$ cat config.mk
export PLATFORM = sky130hd
export DESIGN_NAME = banked_regfile
export DESIGN_NICKNAME = d
export VERILOG_FILES = /design/src/rtl/banked_regfile.sv
export SDC_FILE = /design/constraint.sdc
export NUM_CORES = 1
export LEC_CHECK = 0
export ABC_CLOCK_PERIOD_IN_PS = 2700
export BUFFER_PORTS_ARGS = -buffer_cell sky130_fd_sc_hd__clkbuf_2
export CAP_MARGIN = 30
export CORE_MARGIN = 8
export CORE_UTILIZATION = 55
export CTS_BUF_LIST = sky130_fd_sc_hd__clkbuf_16
export DETAILED_ROUTE_END_ITERATION = 10
export PLACE_DENSITY_LB_ADDON = 0.3
export SYNTH_ARGS = -nofsm -noshare
export SYNTH_HDL_FRONTEND = slang
export SYNTH_SLANG_ARGS = --single-unit
$ cat constraint.sdc
create_clock -name clk -period 2.7 [get_ports clk]
set_input_delay 0.135 -clock clk [delete_from_list [all_inputs] [get_ports clk]]
set_output_delay 0.135 -clock clk [all_outputs]
set_load 0.05 [all_outputs]
$ cat src/rtl/banked_regfile.sv
// banked_regfile
// Banked register file with a per-bank PC and CR and a trap/return sequencer.
// It holds NBANK banks of NREG registers. Index 0 of every bank reads as zero,
// and register PC_IDX of each bank is that bank's program counter. Bank
// NBANK-1 is the system bank: a trap enters it and an rti leaves it. All
// state changes on the falling edge of clk.
//
// Ports
//   clk                clock (state updates on the falling edge)
//   reset              asynchronous active-low reset
//   rd0_sel / rd0_data read port 0 index / data, current bank (combinational)
//   rd1_sel / rd1_data read port 1 index / data, current bank (combinational)
//   wr_en, wr_sel      register write enable and index
//   wr_data            register write data
//   incr_pc            advance the current-bank PC by PC_INC
//   cr_we, cr_wdata    current-bank CR write enable and data
//   cr_rdata           current-bank CR (combinational)
//   trap_req           enter the system bank (ignored when already there)
//   rti                return to the interrupted bank (only honoured in system bank)
//   cur_bank           active bank
//   pc                 current-bank PC (combinational)
module banked_regfile #(
  parameter int              DW       = 16,
  parameter int              NREG     = 8,
  parameter int              NBANK    = 2,
  parameter int              PC_IDX   = 7,
  parameter int              PC_INC   = 2,
  parameter logic [DW-1:0]   IVEC     = 16'h4,
  parameter logic [DW-1:0]   CR_INIT  = 16'h8,
  parameter logic [DW-1:0]   SCR_INIT = 16'h2,
  localparam int             AW       = $clog2(NREG),
  localparam int             BW       = (NBANK > 2) ? $clog2(NBANK) : 1
) (
  input  logic          clk,
  input  logic          reset,
  input  logic [AW-1:0] rd0_sel,
  input  logic [AW-1:0] rd1_sel,
  output logic [DW-1:0] rd0_data,
  output logic [DW-1:0] rd1_data,
  input  logic          wr_en,
  input  logic [AW-1:0] wr_sel,
  input  logic [DW-1:0] wr_data,
  input  logic          incr_pc,
  input  logic          cr_we,
  input  logic [DW-1:0] cr_wdata,
  output logic [DW-1:0] cr_rdata,
  input  logic          trap_req,
  input  logic          rti,
  output logic [BW-1:0] cur_bank,
  output logic [DW-1:0] pc
);

  localparam logic [BW-1:0] SYS_BANK = BW'(NBANK - 1);
  localparam logic [AW-1:0] PC_SEL   = AW'(PC_IDX);
  localparam logic [AW-1:0] SAVE_SEL = AW'(1);

  // The operating mode is fully determined by the active bank.
  typedef enum logic {
    MODE_USER = 1'b0,
    MODE_SYS  = 1'b1
  } mode_e;

  logic [DW-1:0] regFile [NBANK][NREG];
  logic [DW-1:0] crReg   [NBANK];
  logic [BW-1:0] curBank;
  logic [BW-1:0] prvBank;
  mode_e         mode;
  logic          pcWritten;

  // Decode the current mode from the active bank.
  always_comb begin
    mode = MODE_USER;
    if (curBank == SYS_BANK) begin
      mode = MODE_SYS;
    end else begin
      mode = MODE_USER;
    end
  end

  // A direct write to the PC register takes precedence over auto-increment.
  always_comb begin
    pcWritten = 1'b0;
    if (wr_en && (wr_sel == PC_SEL)) begin
      pcWritten = 1'b1;
    end else begin
      pcWritten = 1'b0;
    end
  end

  // Bank state: trap entry has priority over rti, which has priority over normal writes.
  always_ff @(negedge clk or negedge reset) begin
    if (!reset) begin
      for (int b = 0; b < NBANK; b++) begin
        for (int r = 0; r < NREG; r++) begin
          regFile[b][r] <= '0;
        end
        crReg[b] <= (b == NBANK - 1) ? SCR_INIT : CR_INIT;
      end
      regFile[SYS_BANK][PC_SEL] <= IVEC;
      curBank <= SYS_BANK;
      prvBank <= '0;
    end else begin
      case (mode)
        MODE_USER: begin
          if (trap_req) begin
            // Save the interrupted PC as it was before any increment this edge.
            prvBank                     <= curBank;
            curBank                     <= SYS_BANK;
            regFile[SYS_BANK][SAVE_SEL] <= regFile[curBank][PC_SEL];
            regFile[SYS_BANK][PC_SEL]   <= IVEC;
          end else begin
            // rti outside the system bank is a no-op; normal processing applies.
            if (wr_en && (wr_sel != '0)) begin
              regFile[curBank][wr_sel] <= wr_data;
            end
            if (incr_pc && !pcWritten) begin
              regFile[curBank][PC_SEL] <= regFile[curBank][PC_SEL] + DW'(PC_INC);
            end
            if (cr_we) begin
              crReg[curBank] <= cr_wdata;
            end
          end
        end
        MODE_SYS: begin
          // No trap nesting: trap_req here falls through to rti/normal handling.
          if (rti) begin
            curBank <= prvBank;
          end else begin
            if (wr_en && (wr_sel != '0)) begin
              regFile[curBank][wr_sel] <= wr_data;
            end
            if (incr_pc && !pcWritten) begin
              regFile[curBank][PC_SEL] <= regFile[curBank][PC_SEL] + DW'(PC_INC);
            end
            if (cr_we) begin
              crReg[curBank] <= cr_wdata;
            end
          end
        end
        default: begin
          curBank <= SYS_BANK;
        end
      endcase
    end
  end

  // Combinational read ports from the active bank; index 0 is hardwired zero.
  always_comb begin
    rd0_data = '0;
    rd1_data = '0;
    if (rd0_sel != '0) begin
      rd0_data = regFile[curBank][rd0_sel];
    end else begin
      rd0_data = '0;
    end
    if (rd1_sel != '0) begin
      rd1_data = regFile[curBank][rd1_sel];
    end else begin
      rd1_data = '0;
    end
  end

  assign cr_rdata = crReg[curBank];
  assign pc       = regFile[curBank][PC_SEL];
  assign cur_bank = curBank;

endmodule
-- Word-level counts from Yosys, hierarchy flattened
Cells that the tools add are included.
- $add $sub $neg: 1
- magnitude comparators: 6
- equality and inequality tests: 5
- multiplexer cells: 48
- bitwise gates (word level): 5
- reduce and logical (&&, ||, !) cells: 12
- operators by type and width (operator ; count):
    $mux W256 ; 8
    $bwmux W256 ; 3
    $mux W128 ; 4
    $pmux W256 S2 ; 1
    $demux W128 S1 ; 2
    $mux W16 ; 14
    $mux W144 ; 1
    $bmux W16 S3 ; 2
    $mux W32 ; 3
    $mux W80 ; 1
    $pmux W32 S2 ; 1
    $demux W16 S3 ; 1
    $bwmux W32 ; 1
    $add A16 B2 Y16 const B ; 1
    $demux W16 S1 ; 1
    $ge A4 B4 Y1 const B ; 3
    $not A3 Y4 ; 3
    $reduce_bool A3 Y1 ; 3
    $ne A2 B2 Y1 const B ; 4
    $reduce_and A2 Y1 ; 3
    $logic_and A1 B1 Y1 ; 5
    $lt A4 B1 Y1 const B ; 1
    $mux W1 ; 4
    $eq A3 B3 Y1 const B ; 1
    other kinds (6) ; 6
- register bits: 290

-- Longest topological paths before layout
Gate-level depths: netlist of run 1.
- word-level depth: 15
- depth in mapped cells: 10
- depth with buffers taken out: 7

==> summary.txt, run 1 <==
STA
  • Slew headroom: 0.4971
  • Setup Skew: 0.07175 ns
  • Post-Route Setup TNS: -85.44 ns
  • Setup ws final: -1.655 ns
  • Hold slack: 0.4397 ns
  • Slew @ Worst Pin: 0.7527 ns
  • Final setup viols: 73
  • RSZ-0062 raised after global routing: true
  • Final max-slew violation count: 0
  • Hold Vio Cnt, Final: 0

Yosys
  • Synth Area in Adders: 0.0008775
  • Mux cell area share after synthesis: 0.3485
  • Largest cells by area after synthesis: dfrtn_1, mux2_2, mux4_2
  • Post-synth top flop: dfrtn_1
  • Synth Instances: 1147
  • Top cell type by total area after synthesis: dfrtn_1
  • Synth Register Bits: 258
  • Top post-synthesis cells by count: dfrtn_1, mux2_2, nand2_1
  • Synthesized cell area: 14260 µm²
  • Simple-Gate Fraction of Synth Area: 0.06344
  • Mapped Nets: 1196
  • Compound-cell area share of the yosys netlist: 0.09293
  • Mean Syn Cell Area: 12.43 µm²
  • Async SR Flop Fraction: 1.000
  • Synth top area share: 0.4458
  • Top-count cell post-synth: dfrtn_1
  • Sequential-to-total area share from yosys stat: 0.4531
  • Number of synthesized flops with an enable pin: 0
  • Synth Warn #: 0
  • XOR/XNOR Fraction of Synth Area: 0.006757
  • Synth unique cells: 54
  • Largest family of logic cells by synthesized area: multiplexers

Power
  • Worst VDD drop: 0.8627 mV
  • PD cells: 953.9 nW/µm²
  • Pleak: 9.273 nW
  • Power, Total: 19.70 mW

Critical path
  • Critical-path top delay cell: dfstp_4
  • CP startpoint kind: flip-flop
  • Critical path's top delay family: flip-flops
  • Critical path fanouts, max: 9
  • CP required: 2.57 ns
  • Worst Setup End Kind: output pin
  • Cell Chain, Critical Path: buf_4 > buf_16 > mux4_2 > a221oi_4 > a21oi_4 > buf_8
  • Cells on worst reg2reg path: 10
  • Reg2reg end: regFile[143]
  • CP Data Arrival Time: 4.22 ns
  • CP Class: reg -> out
  • Worst Path Buf+Inv: 3
  • FF-to-FF setup slack: -0.19 ns
  • Slowest cell delay on critical path: 0.69 ns
  • FF-to-FF Start: cur_bank

Worst hold path
  • Hold Path Depth: 1
  • HP Class: reg -> reg
  • Min-delay src: prvBank
  • Hold endpoint: prvBank

Global route
  • First-pass GRT wire length: 79710 µm
  • Largest net degree at the start of global routing: 54
  • GRT Util Overall: 0.3310
  • GRT overflow: 0
  • Vias in the first global route: 12.91k
  • Initial antenna violation count: 2

Route
  • Vias per cell: 6.973
  • DRC: 0
  • 1st-iter DRT viols: 1672
  • Total routed wirelength: 57520 µm
  • Drt pass-1 iters: 6
  • Via Count: 12.82k
  • Post-route ant nets: 0
  • Routed WL per cell: 31.30 µm

Finish
  • Layout area overhead: 44.84%
  • Ant diodes: 0
  • FF+latch area: 6465 µm²
  • Layout Nets: 1531
  • Final Non-Filler Cells: 1838
  • Share of cells above drive strength 1: 0.5975
  • Area of the multi-input gates: 8666 µm²
  • Filler cell count: 1274

Clock network
  • CTS root buf: clkbuf_16
  • CTS tree: built
  • H-tree depth: 1
  • # clock sinks: 258
  • Clock Tree Buf Depth: 3
  • Worst-path clk slew: 0.04 ns
  • Worst-Skew Late Latency: 0.61 ns
  • Num CTS Buffers: 28
  • Hold buffer count at CTS: 0

Floorplan
  • Die ar.: 31330 µm²
  • Die W: 177.0 µm
  • Initial Util: 0.5534
  • Top Ports: 113
  • Core Footprint: 25760 µm²
  • Die Y: 177.0 µm
  • Core Rows: 59

Placed design
  • GP Congestion: 0.9500
  • DP Cell Count: 1733
  • Post-Place Worst Slack: -0.9550 ns
  • Post-DP HPWL: 31800 µm
  • # port buffers: 112

Flow run
  • Max capacitance violation total: 0

Run status
  • Failing checks: setup timing
  • Outcome: finished with violations
[worst reg2reg max path: cells and delay by family, from the launching register on]
family          cells  cell delay [ns]
fa+ha+maj           1             0.20
buf+inv             3             0.45
compound gates      2             0.43
simple gates        2             0.41
flops               1             0.69
xor+xnor            1             0.25
mux                 1             0.22
[sequential cells by signal, indices dropped and copies added (netlist names)]
name	count
regFile	224
cur_bank	1
prvBank	1
crReg	32
[area by class of cell]
class                      count  area share
clock buffer                  29     0.03514
clock inverter                26     0.01454
inverter                      14    0.003029
multi-input combinational    776      0.4196
sequential                   258      0.3130
tap                          335     0.02030
timing repair buffer         400      0.1944
[placed cells by master, fill, tap and decap left out, drive strengths merged, types with 18 or more instances in the layout]
cell,netlist,final
a22oi,18,18
mux4,71,71
buf,38,320
mux2i,61,61
inv,15,19
a21oi,54,54
nor2,33,33
nand2,92,92
dfrtn,254,254
a221oi,32,32
mux2,245,245
clkbuf,60,109
o21ai,35,35
[timing repair]
action,CTS,global route
setup endpoints to repair,73,93
cloned,3,3
buffers inserted,18,33
hold endpoints to repair,0,0
pin swaps,17,26
resized for setup,194,87
[through the flow]
| stage | utilization | instance area (µm²) |
|---|---|---|
| global placement | 0.6935 | 17870 |
| floorplan | - | 15310 |
| global route | 0.8016 | 20650 |
| finish | 0.8016 | 20650 |
| detailed placement | 0.6935 | 17870 |
| CTS | 0.7795 | 20080 |
[metal layers]
| layer | vias up | global-route usage | share of wire |
|---|---|---|---|
| li1 | 5028 | - | - |
| met1 | 6385 | 0.4316 | 0.36 |
| met2 | 1094 | 0.5110 | 0.45 |
| met3 | 308 | 0.07147 | 0.11 |
| met4 | 2 | 0.1797 | 0.072 |
| met5 | - | 0 | 0.00023 |
[logic make-up after synthesis]
| family | Yosys count |
|---|---|
| AO/OA/AOI/OAI | 198 |
| XOR/XNOR | 11 |
| adder cells (fa/ha/maj) | 1 |
| buffers and inverters | 113 |
| flip-flops | 258 |
| multiplexers | 377 |
| AND/OR/NAND/NOR | 189 |
[worst max path at each step]
stage                        start      endpoint  slack [ns]  cells past startpoint
after floorplan           cur_bank  rd1_data[11]       -0.88                      8
after global placement    cur_bank  rd0_data[12]       -0.93                      6
after detailed placement  cur_bank   rd1_data[6]       -0.95                      7
after CTS                 cur_bank  rd0_data[12]       -1.51                      6
after global routing      cur_bank   rd0_data[1]       -1.68                      6
final                     cur_bank   rd0_data[1]       -1.65                      6
[where the power goes]
part	total [mW]	internal (mW)	switching [mW]
clock network	4.32	2.54	1.78
registers	6.12	5.06	1.06
logic	9.26	4.61	4.65
total	19.7	12.2	7.49
Power figures use the tool's default switching activity.
==> inputs of run 2 (changes only) <==
==> constraint.sdc (replaced) <==
create_clock -name clk -period 2.7 [get_ports clk]
set_input_delay 0.405 -clock clk [delete_from_list [all_inputs] [get_ports clk]]
set_output_delay 0.405 -clock clk [all_outputs]
set_load 0.05 [all_outputs]
==> run 2 against run 1 <==
Effect of this change: the run still ends with setup timing left; critical path type unchanged; die area unchanged; largest cell class unchanged; routed wire length up 11%; sequential power about the same; non-clock buffer count up 55; sequential cell count unchanged; highest routed layer unchanged.
==> summary.txt, run 2 (synthesis results as in run 1) <==
Route
  • DRC: 0 (unchanged)
  • Routed WL per cell: 33.83 µm (+8.1%)
  • Via Count: 13.78k (+7.5%)
  • Total routed wirelength: 64070 µm (+11%)
  • 1st-iter DRT viols: 2077 (+24%)
  • Post-route ant nets: 0 (unchanged)
  • Drt pass-1 iters: 6 (unchanged)
  • Vias per cell: 7.278 (+4.4%)

STA
  • RSZ-0062 raised after global routing: true
  • Setup ws final: -2.185 ns (-0.5299 ns)
  • Setup Skew: 0.07684 ns (+0.005093 ns)
  • Hold slack: 0.4434 ns (+0.003774 ns)
  • Slew headroom: 0.5343 (+0.03714)
  • Hold Vio Cnt, Final: 0 (unchanged)
  • Final max-slew violation count: 0 (unchanged)
  • Post-Route Setup TNS: -103.76 ns (-18.33 ns)
  • Final setup viols: 89 (+22%)
  • Slew @ Worst Pin: 0.6791 ns (-0.07360 ns)

Global route
  • GRT Util Overall: 0.3428 (+0.01178)
  • GRT overflow: 0 (unchanged)
  • First-pass GRT wire length: 82610 µm (+3.6%)
  • Largest net degree at the start of global routing: 59 (+9.3%)
  • Initial antenna violation count: 2 (unchanged)
  • Vias in the first global route: 13.52k (+4.7%)

Clock network
  • # clock sinks: 258 (unchanged)
  • H-tree depth: 1 (unchanged)
  • CTS tree: built
  • Worst-Skew Late Latency: 0.62 ns (about the same)
  • Hold buffer count at CTS: 0 (unchanged)
  • Num CTS Buffers: 29 (+3.6%)
  • Clock Tree Buf Depth: 3 (unchanged)
  • Worst-path clk slew: 0.05 ns (about the same)
  • CTS root buf: clkbuf_16

Placed design
  • # port buffers: 112 (unchanged)
  • Post-DP HPWL: 32390 µm (+1.9%)
  • DP Cell Count: 1776 (+2.5%)
  • GP Congestion: 0.9411 (-0.94%)

Critical path
  • Cell Chain, Critical Path: buf_12 > buf_12 > mux4_2 > a221oi_4 > a21oi_4 > buf_8
  • CP Data Arrival Time: 4.48 ns (+0.26 ns)
  • Slowest cell delay on critical path: 0.65 ns (-0.04 ns)
  • CP required: 2.30 ns (-0.27 ns)
  • Critical-path top delay cell: dfstp_4
  • CP startpoint kind: flip-flop
  • Worst Setup End Kind: output pin
  • Critical path fanouts, max: 7 (-2)
  • Most Frequent Cell on Critical Path: buf_12
  • CP Class: reg -> out

Finish
  • Largest reg by FF count: regFile
  • Area of the multi-input gates: 8967 µm² (+3.5%)
  • Most frequent cells in the layout: dfrtn_1, buf_4, mux2_2
  • Largest registers: regFile x224, crReg x32
  • Largest register FFs: 224 (unchanged)
  • Layout area overhead: 52.16%
  • Ant diodes: 0 (unchanged)
  • Filler cell count: 1039 (-18%)
  • Layout Nets: 1587 (+3.7%)
  • Share of cells above drive strength 1: 0.6190 (+0.02151)
  • Final Non-Filler Cells: 1894 (+3.0%)
  • Leading cell type in the layout, fill and taps excluded: dfrtn_1
  • FF+latch area: 6465 µm² (unchanged)

Power
  • Pleak: 9.801 nW (+5.7%)
  • Worst VDD drop: 0.8212 mV (-4.8%)
  • Power, Total: 20.59 mW (+4.5%)
  • PD cells: 949.2 nW/µm² (-0.50%)

Floorplan
  • Die W: 177.0 µm (unchanged)
  • Initial Util: 0.5534 (unchanged)
  • Die Y: 177.0 µm (unchanged)
  • Core Footprint: 25760 µm² (unchanged)
  • Top Ports: 113 (unchanged)
  • Core Rows: 59 (unchanged)
  • Die ar.: 31330 µm² (unchanged)

Flow run
  • Max capacitance violation total: 0 (unchanged)

Run status
  • Outcome: finished with violations
  • Failing checks: setup timing

Worst hold path
  • HP Class: reg -> reg
[run 2: changes by cell type in the layout (fill, tap and decap cells not counted), moves of 5 or more]
cell | previous run | this run
mux2_2 | 191 | 151
mux2_4 | 54 | 94
buf_6 | 19 | 41
buf_8 | 29 | 51
clkbuf_8 | 21 | 2
buf_4 | 230 | 248
clkbuf_16 | 38 | 47
clkinv_1 | 3 | 11
nand2_1 | 86 | 80
nand3_1 | 17 | 12
nand3_2 | 0 | 5
nor2_1 | 28 | 23
[run 2: worst paths after layout]
kind | startpoint | depth (start not counted) | slack [ns] | to
worst max-delay path | cur_bank | 6 | -2.18 | rd1_data[1]
worst min-delay path | prvBank | 1 | 0.44 | prvBank
worst max register to register | cur_bank | 12 | -0.12 | regFile[81]
worst min register to register | prvBank | 1 | 0.44 | prvBank
max in group asynchronous | reset | 2 | 1.16 | crReg[22]
min in group asynchronous | reset | 1 | 0.92 | regFile[169]
[run 2: cell type report]
type / instances / area share
Clock buffer: 29 / 0.03345
Clock inverter: 27 / 0.01027
Inverter: 14 / 0.002884
Multi-Input combinational cell: 776 / 0.4133
Sequential cell: 258 / 0.2980
Tap cell: 335 / 0.01932
Timing Repair Buffer: 455 / 0.2228
[run 2: stage by stage]
step	worst slack (ns)	instance area [µm²]	util
floorplan	-1.148	15640	-
global placement	-1.215	18440	0.7156
detailed placement	-1.239	18440	0.7156
CTS	-1.772	20870	0.8101
global route	-2.134	21700	0.8421
finish	-2.185	21700	0.8421
[run 2: critical path: cells and delay by family, from the launching register on]
family,cells,cell delay (ns)
AO/OA/AOI/OAI,2,0.72
multiplexers,1,0.65
buffers and inverters,3,0.50
flip-flops,1,0.65
[run 2: timing repair]
item / in CTS / in global routing
resized for setup: 223 / 137
setup endpoints to repair: 70 / 111
gates cloned: 5 / 6
buffers inserted: 19 / 41
pin swaps: 10 / 35
[run 2: power by group]
part,switching (mW),internal (mW),leakage (nW)
combinational,5.16,5.19,6.08
sequential,1.08,5.07,3.24
clock,1.76,2.33,0.480
total,8.00,12.6,9.80
[run 2: per-layer routing]
layer	GRT usage	vias up	share of wire
met2	0.5385	1336	0.44
met3	0.07723	487	0.13
met5	0	-	0.00019
met4	0.1790	2	0.091
li1	-	5147	-
met1	0.4396	6812	0.34
==> inputs of run 3 (changes only) <==
ABC_CLOCK_PERIOD_IN_PS = 5900   (was 2700)
CORE_UTILIZATION = 60   (was 55)
clock period = 5.9 ns   (was 2.7 ns; I/O delays follow)
==> run 3 against run 2 <==
Effect of this change: the run still ends with setup timing left; via count down 7.8%; final area is 11% lower; clock skew rose by 0.013 ns; largest power group unchanged.
==> summary.txt, run 3 (synthesis results as in run 1) <==
Floorplan
  • Initial Util: 0.6093 (+0.05584)
  • Top Ports: 113 (unchanged)
  • Die Y: 170.2 µm (-3.9%)
  • Die W: 170.2 µm (-3.9%)
  • Core Footprint: 23400 µm² (-9.2%)
  • Core Rows: 56 (-5.1%)
  • Die ar.: 28950 µm² (-7.6%)

Placed design
  • Post-Place Worst Slack: -0.1734 ns (+1.065 ns)
  • GP Congestion: 0.9769 (+3.8%)
  • # port buffers: 112 (unchanged)
  • Post-DP HPWL: 29340 µm (-9.4%)
  • Post-DP Area: 16220 µm² (-12%)

Global route
  • GRT Util Overall: 0.3597 (+0.01693)
  • First-pass GRT wire length: 79160 µm (-4.2%)
  • Met1 Track Usage GR: 0.4553 (+0.01569)
  • Vias in the first global route: 12.80k (-5.3%)
  • Largest net degree at the start of global routing: 72 (+22%)
  • Initial antenna violation count: 5 (+3)
  • Met2 Use GR: 0.5635 (+0.02497)
  • Met3 usage: 0.07878 (+0.001542)
  • Busiest metal layer after global routing: met2
  • GRT overflow: 0 (unchanged)

Flow run
  • Max capacitance violation total: 0 (unchanged)

Route
  • Via Count: 12.71k (-7.8%)
  • Post-route ant nets: 0 (unchanged)
  • 1st-iter DRT viols: 2062 (-0.72%)
  • Drt pass-1 iters: 10 (+4)
  • Routed WL per cell: 33.53 µm (-0.86%)
  • Total routed wirelength: 56340 µm (-12%)
  • Vias per cell: 7.564 (+3.9%)
  • DRC: 0 (unchanged)

Power
  • Pleak: 8.364 nW (-15%)
  • Power, Total: 8.663 mW (-58%)
  • Worst VDD drop: 0.4094 mV (-50%)
  • PD cells: 449.8 nW/µm² (-53%)

Clock network
  • CTS tree: built
  • Worst-Skew Late Latency: 0.63 ns (about the same)
  • Num CTS Buffers: 28 (-3.4%)
  • Clock Tree Buf Depth: 3 (unchanged)
  • Hold buffer count at CTS: 0 (unchanged)
  • H-tree depth: 1 (unchanged)
  • # clock sinks: 258 (unchanged)
  • Worst-path clk slew: 0.07 ns (+0.02 ns)
  • CTS root buf: clkbuf_16

Run status
  • Outcome: finished with violations
  • Failing checks: setup timing

STA
  • Setup ws final: -0.7856 ns (+1.399 ns)
  • Final setup viols: 64 (-28%)
  • Slew headroom: 0.2892 (-0.2451)
  • Setup Skew: 0.08990 ns (+0.01306 ns)
  • Hold Vio Cnt, Final: 0 (unchanged)
  • Final max-slew violation count: 0 (unchanged)
  • Slew @ Worst Pin: 1.066 ns (+0.3871 ns)
  • RSZ-0062 raised after global routing: true

Finish
  • Largest reg by FF count: regFile
  • Most frequent cells in the layout: dfrtn_1, mux2_2, buf_4
  • Layout area overhead: 35.07%
  • Final instance area: 19260 µm² (-11%)
  • Largest registers: regFile x224, crReg x32
  • Share of cells above drive strength 1: 0.5416 (-0.07741)
  • Filler cell count: 1063 (+2.3%)
  • Largest register FFs: 224 (unchanged)
  • Layout Nets: 1386 (-13%)
  • Leading cell type in the layout, fill and taps excluded: dfrtn_1

Critical path
  • Critical path fanouts, max: 9 (+2)
  • CP Class: reg -> out
  • CP required: 5.02 ns (+2.72 ns)
  • CP startpoint kind: flip-flop
  • Worst Setup End Kind: output pin
  • CP Data Arrival Time: 5.80 ns (+1.32 ns)

Worst hold path
  • HP Class: reg -> reg
## run 3: worst paths after layout
path,startpoint,end,slack (ns),cells after the start
worst max-delay path,cur_bank,rd0_data[5],-0.79,7
max in group asynchronous,reset,crReg[19],1.87,2
min in group asynchronous,reset,regFile[176],3.10,1
worst min-delay path,regFile[88],regFile[88],0.45,1
worst max register to register,cur_bank,regFile[99],2.44,11
worst min register to register,regFile[88],regFile[88],0.45,1
## run 3: metrics by stage
step                      hold slack, ns  std cells    util  TNS (ns)
after detailed placement          0.4417       1570  0.6930    -3.630
after global routing              0.4698       1680  0.8230    -31.30
after CTS                         0.4408       1657  0.8003    -25.89
after floorplan                   0.4011       1147       -   -0.5817
after global placement            0.4253       1570  0.6930    -3.203
final                             0.4520       1680  0.8230    -31.00
## run 3: layer usage
metal	vias to the layer above	wire, µm
met5	-	29
met4	4	4549
met3	442	8052
met2	1344	25100
met1	6178	18610
li1	4740	-
## run 3: worst max-delay path: stages (launching register included)
cell and delay [ns]:
dfstp_4 0.65, buf_12 0.16, buf_4 0.14, buf_12 0.12
mux4_2 0.51, o21ai_1 0.28, a21oi_4 0.15, buf_8 0.19
## run 3: area by class of cell
cell class / instances / area [µm²] / share of cell area
tap: 319 / 399.1 / 0.02072
clock inverter: 27 / 219.0 / 0.01137
sequential: 258 / 6465 / 0.3357
multi-input combinational: 776 / 8513 / 0.4420
timing repair buffer: 255 / 2878 / 0.1494
antenna: 2 / 5.005 / 0.0002599
clock buffer: 29 / 725.7 / 0.03768
inverter: 14 / 55.05 / 0.002858
## run 3: what timing repair did
| item | 4_1_cts | 5_1_grt |
|---|---|---|
| endpoints found under the setup margin | 65 | 65 |
| gates resized for setup | 243 | 86 |
| setup buffers | 33 | 19 |
| cloned | 1 | 3 |
| pin swaps | 5 | 9 |
## run 3: where the power goes
part | switching, mW | total (mW) | internal [mW]
Clock | 0.794 | 1.86 | 1.06
Combinational | 2.00 | 3.87 | 1.87
Sequential | 0.619 | 2.93 | 2.32
